### config.mk
export PLATFORM = sky130hd
export DESIGN_NAME = decoder_seq
export DESIGN_NICKNAME = d
export VERILOG_FILES = /design/src/rtl/decoder_seq.sv
export SDC_FILE = /design/constraint.sdc
export NUM_CORES = 1
export LEC_CHECK = 0
export BUFFER_PORTS_ARGS = -buffer_cell sky130_fd_sc_hd__buf_2
export CAP_MARGIN = 10
export CORE_AREA = 2 2 53 55
export DETAILED_ROUTE_END_ITERATION = 12
export DIE_AREA = 0 0 55 57
export PLACE_DENSITY_LB_ADDON = 0.05
export SYNTH_ARGS = -nofsm -noshare
export SYNTH_HDL_FRONTEND = slang
export SYNTH_SLANG_ARGS = --single-unit
### constraint.sdc
create_clock -name clk -period 2 [get_ports clk]
set_input_delay 0.2 -clock clk [delete_from_list [all_inputs] [get_ports clk]]
set_output_delay 0.2 -clock clk [all_outputs]
set_load 0.05 [all_outputs]
### src/rtl/decoder_seq.sv
// Registered SEL_W-to-2^SEL_W one-hot decoder with DIRECT (handshake) and SCAN (dwell-timed walk) modes.
// Optional code parity checking is compiled in when DECODER_PARITY_EN is defined.
module decoder_seq #(
   parameter int SEL_W   = 2,
   parameter int DWELL_W = 8,
   localparam int OUT_W  = 1 << SEL_W
) (
   input  logic               clk,
   input  logic               rst_n,
   input  logic               en,
   input  logic               mode,
   input  logic               in_valid,
   output logic               in_ready,
   input  logic [SEL_W-1:0]   code,
   input  logic [DWELL_W-1:0] dwell,
   output logic [OUT_W-1:0]   y,
   output logic               out_valid,
   output logic [SEL_W-1:0]   idx,
   output logic               wrap
`ifdef DECODER_PARITY_EN
   ,
   input  logic               code_par,
   output logic               par_err
`endif
);

   localparam logic [1:0] ST_IDLE   = 2'd0;
   localparam logic [1:0] ST_DIRECT = 2'd1;
   localparam logic [1:0] ST_SCAN   = 2'd2;

   localparam logic [OUT_W-1:0] LINE0 = {{(OUT_W-1){1'b0}}, 1'b1};

   logic [1:0]         state;
   logic [DWELL_W-1:0] cnt;
   logic               xfer;
   logic               code_ok;

   assign in_ready = (state == ST_DIRECT);
   assign xfer     = in_valid & in_ready;

`ifdef DECODER_PARITY_EN
   assign code_ok = ~(^{code, code_par});

   always_ff @(posedge clk or negedge rst_n) begin
      if (!rst_n) par_err <= 1'b0;
      else        par_err <= xfer & ~code_ok;
   end
`else
   assign code_ok = 1'b1;
`endif

   always_ff @(posedge clk or negedge rst_n) begin
      if (!rst_n) begin
         state     <= ST_IDLE;
         y         <= '0;
         idx       <= '0;
         out_valid <= 1'b0;
         wrap      <= 1'b0;
         cnt       <= '0;
      end else begin
         wrap <= 1'b0;
         if (!en || (state != ST_IDLE && state != ST_DIRECT && state != ST_SCAN)) begin
            state     <= ST_IDLE;
            y         <= '0;
            idx       <= '0;
            out_valid <= 1'b0;
            cnt       <= '0;
         end else if (mode && state != ST_SCAN) begin
            // Entering SCAN: start on line 0 with a freshly sampled dwell
            state     <= ST_SCAN;
            y         <= LINE0;
            idx       <= '0;
            out_valid <= 1'b1;
            cnt       <= dwell;
         end else if (!mode && state != ST_DIRECT) begin
            state     <= ST_DIRECT;
            y         <= '0;
            idx       <= '0;
            out_valid <= 1'b0;
         end else if (state == ST_DIRECT) begin
            if (xfer && code_ok) begin
               y         <= LINE0 << code;
               idx       <= code;
               out_valid <= 1'b1;
            end
         end else begin
            // SCAN hold: count the dwell down, then step to the next line
            if (cnt == '0) begin
               idx  <= idx + 1'b1;
               y    <= {y[OUT_W-2:0], y[OUT_W-1]};
               cnt  <= dwell;
               wrap <= &idx;
            end else begin
               cnt <= cnt - 1'b1;
            end
         end
      end
   end

endmodule

==> results of run 1 <==
-- metal layers --
layer,share of wire [%],wire length (um)
met2,50,1270
met4,0.91,23
met3,5.4,137
met1,43,1090
met5,0,0
-- logic make-up after synthesis --
logic type | Yosys count | synth area share, %
AO/OA/AOI/OAI | 36 | 20.9
adder cells (fa/ha/maj) | 3 | 3.38
buffers and inverters | 13 | 4.51
flip-flops | 18 | 40.6
multiplexers | 7 | 6.76
AND/OR/NAND/NOR | 47 | 23.9
-- through the flow --
step	power (mW)	hold slack (ns)	cells	instance area (um2)
detailed placement	0.740	0.158	179	1280
global placement	0.739	0.159	179	1280
CTS	0.972	0.148	184	1320
floorplan	0.643	-0.0956	124	1110
finish	0.971	0.160	184	1340
global route	1.04	0.158	184	1340
-- worst paths after layout --
path / end / slack [ns] / depth (start not counted) / startpoint
worst min register to register: y[1] / 0.52 / 1 / y[1]
worst min-delay path: out_valid / 0.16 / 3 / en
max in group asynchronous: cnt[7] / 1.34 / 2 / rst_n
worst max register to register: y[1] / 0.15 / 7 / cnt[0]
min in group asynchronous: state[0] / 0.37 / 2 / rst_n
worst max-delay path: y[1] / 0.15 / 7 / cnt[0]
-- timing repair --
item	in CTS	in global routing
resized for setup	0	3
hold buffers	1	0
endpoints found under the hold margin	18	0
setup endpoints to repair	0	8
-- critical path: cells and delay by family (launching register included) --
kind,cells,cell delay (ns)
AND/OR/NAND/NOR,2,0.41
adder cells (fa/ha/maj),1,0.19
AO/OA/AOI/OAI,1,0.09
buffers and inverters,2,0.29
flip-flops,1,0.42
multiplexers,1,0.34
-- power groups by stage --
stage / clock network [mW] / registers, mW / logic [mW]
3_3_place_gp: 0 / 0.435 / 0.304
6_report: 0.223 / 0.430 / 0.319
5_1_grt: 0.252 / 0.435 / 0.354
2_1_floorplan: 0 / 0.444 / 0.198
3_5_place_dp: 0 / 0.435 / 0.305
4_1_cts: 0.236 / 0.428 / 0.308
-- synth_stat cells (2+ instances only) --
library cell / instances
nand4b_1: 2
o21ai_1: 4
nor2_1: 4
a21oi_1: 10
or3_1: 2
nor3_1: 4
mux2_1: 4
nand3b_1: 2
nand3_1: 3
a22oi_1: 2
nand2b_1: 3
mux2i_1: 3
o21ai_0: 7
o221ai_1: 2
inv_1: 10
nand2_1: 18
dfrtp_1: 18
ha_1: 3
-- area by class of cell --
| class | count | area, um2 |
|---|---|---|
| Clock buffer | 4 | 36.3 |
| Multi-Input combinational cell | 93 | 627 |
| Sequential cell | 18 | 450 |
| Fill cell | 252 | 1270 |
| Inverter | 11 | 41.3 |
| Tap cell | 31 | 38.8 |
| Timing Repair Buffer | 27 | 148 |
-- state kept, by name (all words and copies together) (netlist names) --
register and flops:
cnt 8, y 4, idx 2, state 2
out_valid 1, wrap 1
==> summary.md, run 1 <==
| Metric | Value |
|---|---|
| Seq cells post-synth | `18` |
| Post-Syn Area | `roughly 0.0011 mm2` |
| Sum Neg Setup Slack | `0 ns` |
| Via Count | `1,041` |
| RSZ-0062 raised after global routing | `no` |
| Mean Syn Cell Area | `approximately 9.0 um2` |
| Critical Path Max Stage Delay | `0.42 ns` |
| Commonest non-fill, non-tap cell in the layout | `buf_2` |
| Most frequent cells in the layout | `buf_2, nand2_1, dfrtp_1` |
| Part of the power in registers | `44.2%` |
| Clock sink count | `18` |
| Yosys top cell area share | `about two fifths` |
| Port buffer count | `23` |
| Inserted Clock Buffers | `3` |
| Synth area leaders | `dfrtp_1, nand2_1, a21oi_1, mux2_1, ha_1` |
| Clock Path Buffers | `2` |
| Clk pwr share | `between 20% and 30%` |
| GRT met1 Usage | `a little over a fifth` |
| # DRC | `0` |
| Number of max-cap violations | `0` |
| Util after Layout | `approximately half` |
| Mean routed wirelength per cell | `around 14 um` |
| Mapped Cells | `approximately 120` |
| Final slew viol count | `0` |
| Data arrival time at the worst-slack endpoint | `about 2 ns` |
| H-tree depth | `1` |
| Grt met2 use | `a little under a third` |
| DIE AREA | `approximately 0.0031 mm2` |
| Max Fanout on Critical Path | `7` |
| Initial antenna violation count | `0` |
| Vias in the first global route | `between 900 and 1,000` |
| Initial Util | `42.4%` |
| Actual slew at the worst max-slew pin | `between 0.4 and 0.5 ns` |
| Pre-CTS setup slack | `slightly below 0.05 ns` |
| Worst Setup Path Type | `register to register` |
| Final Cycle Share | `between 90% and 100%` |
| Core Area | `~0.0026 mm2` |
| Clk Latency, worst-skew pair | `around 0.29 ns` |
| Critical Path End Type | `register` |
| M3 GR Usage | `between 3 and 4%` |
| Die H | `57 um` |
| Setup violations, final | `0` |
| Sw Ratio | `34.0%` |
| Min cycle time layout | `approximately 1.9 ns` |
| Pwr Density | `between 700 and 800 mW/mm2` |
| Dpl hpwl | `1.95 mm` |
| Syn nets | `142` |
| Worst Skew | `just over 0.002 ns` |
| GPL Wtd Cong | `~0.81` |
| First-iteration detailed-routing DRC count | `22` |
| Primary FF master, synth | `dfrtp_1` |
| Worst Setup Slack, final | `~0.15 ns` |
| Top-Level Pins | `24` |
| NetSw | `0.330 mW` |
| Fmax | `about 540 MHz` |
| Max transition margin | `between 70% and 80%` |
| Number of flops mapped to enable cells by yosys | `0` |
| P_int | `0.642 mW` |
| GRT Overall Usage | `a little under a fifth` |
| Vias per cell | `5.66` |
| Total gr overflow | `0` |
| DRT Wirelength | `between 2 and 3 mm` |
| Final hold vios | `0` |
| # rows | `19` |
| Leakage power | `0.638 nW` |
| Crit path required time | `between 2 and 2.5 ns` |
| Yosys warning total | `0` |
| Layout cells sized above 1 | `between 20% and 30%` |
| Busiest metal layer after global routing | `met2` |
| Critical Path Slowest Stage Cell | `dfrtp_1` |
| Sequential cell area fraction in the yosys report | `between 40 and 50%` |
| CTS tree | `built` |
| Root Buffer | `clkbuf_4` |
| Async SR Flop Fraction | `100%` |
| Layout area overhead | `20.9%` |
| Library cells used by synthesis | `41` |
| Antenna fix cells | `0` |
| Largest area contributor in the netlist | `dfrtp_1` |
| 1st-pass router iterations | `4` |
| Die width | `~55 um` |
| Post-CTS setup buffers | `0` |
| Antenna Violating Nets Remaining | `0` |
| Startpoint types | `register` |
| Maximum VDD drop | `roughly 0.50 mV` |
| Worst path cell trace | `inv_1 -> ha_1 -> nor3b_2 -> buf_4 -> a21oi_4 -> nor2_4 -> mux2_1` |
| Total Nets Final | `around 170` |
| First-pass GRT wire length | `4.20 mm` |
| Outcome | `finished clean` |
| Pin count of the biggest net entering global routing | `19` |
| Hold Crit Class | `primary input to register` |
| Comb pwr share | `32.8%` |
| Clk pin slew, worst setup/hold paths | `roughly 0.10 ns` |
Note: power is estimated with default switching activity, not from simulation.
==> run 2: changes to the inputs <==
Settings changed: BUFFER_PORTS_ARGS -buffer_cell sky130_fd_sc_hd__buf_2 to -buffer_cell sky130_fd_sc_hd__clkbuf_2, PLACE_DENSITY set to 0.69, PLACE_DENSITY_LB_ADDON 0.05 to not set.
==> summary.md, run 2 (synthesized netlist as in run 1, its figures left out) <==
| Metric | Value |
|---|---|
| Total gr overflow | `0` |
| Post-DP Area | `0.00128 mm2` |
| Die H | `approximately 57 um` |
| 1st-pass router iterations | `4` |
| # DRC | `0` |
| Max Fanout on Critical Path | `6` |
| Min cycle time layout | `1.94 ns` |
| Cell Count Post-Placement | `180` |
| First-pass GRT wire length | `4.26 mm` |
| Number of max-cap violations | `0` |
| GPL Wtd Cong | `between 0.8 and 0.9` |
| Die width | `roughly 55 um` |
| # rows | `19` |
| Final Cycle Share | `a little over nine tenths` |
| Inserted Clock Buffers | `3` |
| Core Area | `0.00262 mm2` |
| Fmax | `slightly above 500 MHz` |
| H-tree depth | `1` |
| Top-Level Pins | `24` |
| Clock Path Buffers | `2` |
| Pwr Density | `between 600 and 700 mW/mm2` |
| Hold Crit Class | `primary input to register` |
| Critical Path End Type | `register` |
| Root Buffer | `clkbuf_4` |
| Max reg flops | `8` |
| RSZ-0062 raised after global routing | `yes` |
| Final slew viol count | `0` |
| DIE AREA | `0.00314 mm2` |
| Design area | `between 0.001 and 0.0015 mm2` |
| Initial Util | `42.4%` |
| Setup violations, final | `0` |
| Actual slew at the worst max-slew pin | `0.516 ns` |
| Antenna fix cells | `0` |
| Non-Filler Instances | `184` |
| Clk pin slew, worst setup/hold paths | `0.09 ns` |
| Pin count of the biggest net entering global routing | `19` |
| Initial antenna violation count | `0` |
| CTS resizes | `0` |
| Pwr Total | `0.918 mW` |
| Max transition margin | `65.6%` |
| Most frequent cells in the layout | `clkbuf_2, nand2_1, dfrtp_1` |
| DRT Wirelength | `2.56 mm` |
| Maximum VDD drop | `approximately 0.45 mV` |
| Final hold vios | `0` |
| Biggest regs | `cnt (8), y (4)` |
| Port buffer count | `23` |
| Crit path required time | `2.18 ns` |
| Data arrival time at the worst-slack endpoint | `around 2.1 ns` |
| Leakage power | `0.628 nW` |
| Total Nets Final | `between 150 and 200` |
| Via Count | `about 1,100` |
| Post-CTS setup buffers | `0` |
| Mean routed wirelength per cell | `roughly 14 um` |
| Util after Layout | `50.4%` |
| GRT Overall Usage | `18.6%` |
| Min Hold Slack | `0.165 ns` |
| Clock sink count | `18` |
| Startpoint types | `register` |
| Commonest non-fill, non-tap cell in the layout | `clkbuf_2` |
| CTS tree | `built` |
| Largest Register | `cnt` |
| Dpl hpwl | `1.97 mm` |
| Outcome | `finished clean` |
| Clk Latency, worst-skew pair | `a little under 0.3 ns` |
| Antenna Violating Nets Remaining | `0` |
| Worst Setup Path Type | `register to register` |
| First-iteration detailed-routing DRC count | `28` |
| Layout area overhead | `18.7%` |
| Vias in the first global route | `approximately 1,000` |
| Vias per cell | `about 5.7` |
| Worst Skew | `~0.0042 ns` |
| Layout cells sized above 1 | `between 20 and 25%` |
-- run 2: worst max-delay path, cell delays in order (launching register included) --
cell and delay, ns:
dfrtp_1 0.41, inv_1 0.10, ha_1 0.23, nor3b_1 0.16
a22oi_1 0.46, buf_4 0.23, mux2i_1 0.18, o21ai_1 0.07
-- run 2: layout make-up --
| type | count | area (um2) |
|---|---|---|
| fill | 265 | 1300 |
| sequential | 18 | 450 |
| clock buffer | 3 | 22.5 |
| inverter | 11 | 41.3 |
| multi-input combinational | 93 | 609 |
| tap | 31 | 38.8 |
| timing repair buffer | 28 | 155 |
-- run 2: through the flow --
| stage | TNS, ns | setup WS (ns) |
|---|---|---|
| 3_3_place_gp | 0 | 0.161 |
| 2_1_floorplan | 0 | 0.170 |
| 3_5_place_dp | 0 | 0.0575 |
| 6_report | 0 | 0.0568 |
| 4_1_cts | 0 | 0.0587 |
| 5_1_grt | -0.362 | -0.0811 |
-- run 2: report_power, final --
group / switching, mW / internal [mW] / total [mW]
Sequential: 0.0390 / 0.391 / 0.430
Combinational: 0.173 / 0.141 / 0.315
Clock: 0.104 / 0.0701 / 0.174
Total: 0.316 / 0.602 / 0.918
-- run 2: per-layer routing --
layer  wire, um  global-route usage (%)  vias to the layer above
li1           -                       -                      509
met1       1150                    23.4                      502
met5          0                       0                        -
met3        161                    3.14                        5
met2       1200                    30.1                       39
met4         46                    9.06                        0
-- run 2: final timing paths --
| kind | slack (ns) | start | depth (start not counted) | end |
|---|---|---|---|---|
| max in group asynchronous | 1.30 | rst_n | 2 | cnt[7] |
| max | 0.06 | cnt[0] | 7 | cnt[3] |
| min reg2reg | 0.53 | idx[1] | 1 | idx[1] |
| min in group asynchronous | 0.38 | rst_n | 2 | out_valid |
| min | 0.17 | dwell[2] | 3 | cnt[2] |
| max reg2reg | 0.06 | cnt[0] | 7 | cnt[3] |
-- run 2: timing repair --
action	CTS	global route
hold buffers	1	0
setup endpoints to repair	0	7
hold endpoints to repair	18	0
==> run 3: changes to the inputs <==
Settings changed: ABC_AREA set to 1, CORE_AREA 2 2 53 55 to 2 2 54 56, CTS_CLUSTER_DIAMETER set to 100, DIE_AREA 0 0 55 57 to 0 0 56 58, PLACE_DENSITY 0.69 to 0.67, SLEW_MARGIN set to 20.
==> summary.md, run 3 <==
| Metric | Value |
|---|---|
| Pwr Density | `~700 mW/mm2` |
| Clk Latency, worst-skew pair | `around 0.29 ns` |
| Worst Setup Path Type | `register to register` |
| Max transition margin | `69.1%` |
| Outcome | `finished clean` |
| Post-DP Area | `around 0.0013 mm2` |
| Most frequent cells after synthesis | `nand2_1, dfrtp_1, inv_1` |
| Library cells used by synthesis | `19` |
| Layout area overhead | `16.5%` |
| Total gr overflow | `0` |
| CTS resizes | `0` |
| Setup violations, final | `0` |
| Root Buffer | `clkbuf_4` |
| Core Area | `roughly 0.0027 mm2` |
| Top-Level Pins | `24` |
| Total Nets Final | `208` |
| Number of flops mapped to enable cells by yosys | `0` |
| Biggest regs | `cnt (8), y (4)` |
| Number of max-cap violations | `0` |
| Dpl hpwl | `between 1.5 and 2 mm` |
| DRT Wirelength | `approximately 2.4 mm` |
| Largest Register | `cnt` |
| Commonest non-fill, non-tap cell in the layout | `nand2_1` |
| Layout cells sized above 1 | `21.8%` |
| Clock Path Buffers | `2` |
| Leakage power | `approximately 0.74 nW` |
| Crit path required time | `2.19 ns` |
| Max Fanout on Critical Path | `8` |
| GPL Wtd Cong | `between 0.8 and 0.9` |
| Mapped Cells | `161` |
| CTS tree | `built` |
| 1st-pass router iterations | `4` |
| First-iteration detailed-routing DRC count | `33` |
| Vias per cell | `just under 5` |
| Inserted Clock Buffers | `3` |
| Fmax | `about 670 MHz` |
| Antenna fix cells | `0` |
| Syn nets | `179` |
| Actual slew at the worst max-slew pin | `between 0.4 and 0.5 ns` |
| Cts hold-fix bufs | `1` |
| Pin count of the biggest net entering global routing | `19` |
| RSZ-0062 raised after global routing | `no` |
| First-pass GRT wire length | `approximately 4.3 mm` |
| Via Count | `approximately 1,100` |
| Data arrival time at the worst-slack endpoint | `~1.7 ns` |
| Final slew viol count | `0` |
| Critical Path End Type | `register` |
| Startpoint types | `register` |
| Most frequent cell after synthesis | `nand2_1` |
| Final hold vios | `0` |
| Port buffer count | `23` |
| Yosys warning total | `0` |
| Sum Neg Setup Slack | `0 ns` |
| Min cycle time layout | `about 1.5 ns` |
| Async SR Flop Fraction | `100%` |
| Vias in the first global route | `roughly 1,000` |
| Initial antenna violation count | `0` |
| Hold Crit Class | `primary input to register` |
| Seq cells post-synth | `18` |
| # rows | `19` |
| Post-CTS setup buffers | `0` |
| Initial Util | `between 40% and 50%` |
| Sequential cell area fraction in the yosys report | `between 30 and 40%` |
| R2R setup slack | `around 0.5 ns` |
| Clock sink count | `18` |
| Synth area leaders | `dfrtp_1, nand2_1, nand3_1, inv_1, nor2_1` |
| GRT Overall Usage | `16.9%` |
| Clk pin slew, worst setup/hold paths | `approximately 0.1 ns` |
| Hold Path Stages | `2` |
| Antenna Violating Nets Remaining | `0` |
| Final Cycle Share | `between 70% and 80%` |
| Worst Skew | `around 0.0028 ns` |
| DIE AREA | `roughly 0.0032 mm2` |
| # DRC | `0` |
| Mean Syn Cell Area | `between 7 and 8 um2` |
| Die H | `58 um` |
| Maximum VDD drop | `~0.36 mV` |
| Mean routed wirelength per cell | `between 10 and 15 um` |
| Max reg flops | `8` |
| Yosys top cell area share | `roughly 40%` |
| Most frequent cells in the layout | `nand2_1, clkbuf_2, inv_1, dfrtp_1, nand3_1` |
| Post-Syn Area | `approximately 0.0011 mm2` |
| Largest area contributor in the netlist | `dfrtp_1` |
| Design area | `~0.0013 mm2` |
| Die width | `approximately 56 um` |
| R2r worst-path depth | `8` |
| H-tree depth | `1` |
| Primary FF master, synth | `dfrtp_1` |
## run 3: changes by cell type in the layout (fill, tap and decap cells not counted), moves of 4 or more
cell     change
nor3_1       -4
nand3_1     +12
a21oi_1      -5
inv_1        +8
buf_4        -4
mux2_1       -4
inv_2        +4
nand2_1     +44
o21ai_0      -4
nor2_1       +9
## run 3: area by class of cell
class / count / area [um2]
Sequential cell: 18 / 450
Tap cell: 31 / 38.8
Inverter: 22 / 82.6
Clock buffer: 3 / 22.5
Fill cell: 278 / 1350
Timing Repair Buffer: 24 / 125
Multi-Input combinational cell: 121 / 597
## run 3: cells by family after synthesis
logic type / Yosys count / synth area share (%)
xor gates and xnor gates: 3 / 2.33
DFF: 18 / 39.9
buffers and inverters: 22 / 7.31
AOI/OAI and AO/OA: 14 / 7.75
and+or+nand+nor: 101 / 39.4
adders and majority gates: 3 / 3.32
## run 3: worst paths after layout
kind | start | to
setup / recovery | cnt[0] | y[0]
hold / removal | mode | state[0]
setup reg to reg | cnt[0] | y[0]
hold reg to reg | out_valid | out_valid
max in group asynchronous | rst_n | y[1]
min in group asynchronous | rst_n | wrap
## run 3: per-layer routing
metal	share of wire, %	global-route usage [%]
met3	4.1	2.01
met2	49	32.6
met1	45	18.3
met4	1.9	7.82
met5	0	0
## run 3: power breakdown
part / internal (mW) / switching [mW]
clock network: 0.0701 / 0.109
registers: 0.393 / 0.0317
logic: 0.104 / 0.206
## run 3: worst max-delay path: stages (launching register included)
cell     delay (ns)
dfrtp_1        0.37
inv_1          0.09
ha_1           0.20
nand2_1        0.14
nor2_4         0.07
o21ai_2        0.29
inv_2          0.10
nand2_1        0.09
nand2_1        0.05
## run 3: metrics by stage
step | power [mW] | worst slack, ns | hold WS (ns) | utilization, % | cells
after floorplan | 0.664 | 0.587 | -0.0956 | - | 161
after global placement | 0.736 | 0.520 | 0.175 | 48.2 | 215
after detailed placement | 0.743 | 0.483 | 0.181 | 48.2 | 215
after CTS | 0.932 | 0.471 | 0.196 | 49.4 | 219
after global routing | 0.981 | 0.328 | 0.221 | 49.4 | 219
final | 0.914 | 0.497 | 0.208 | 49.4 | 219
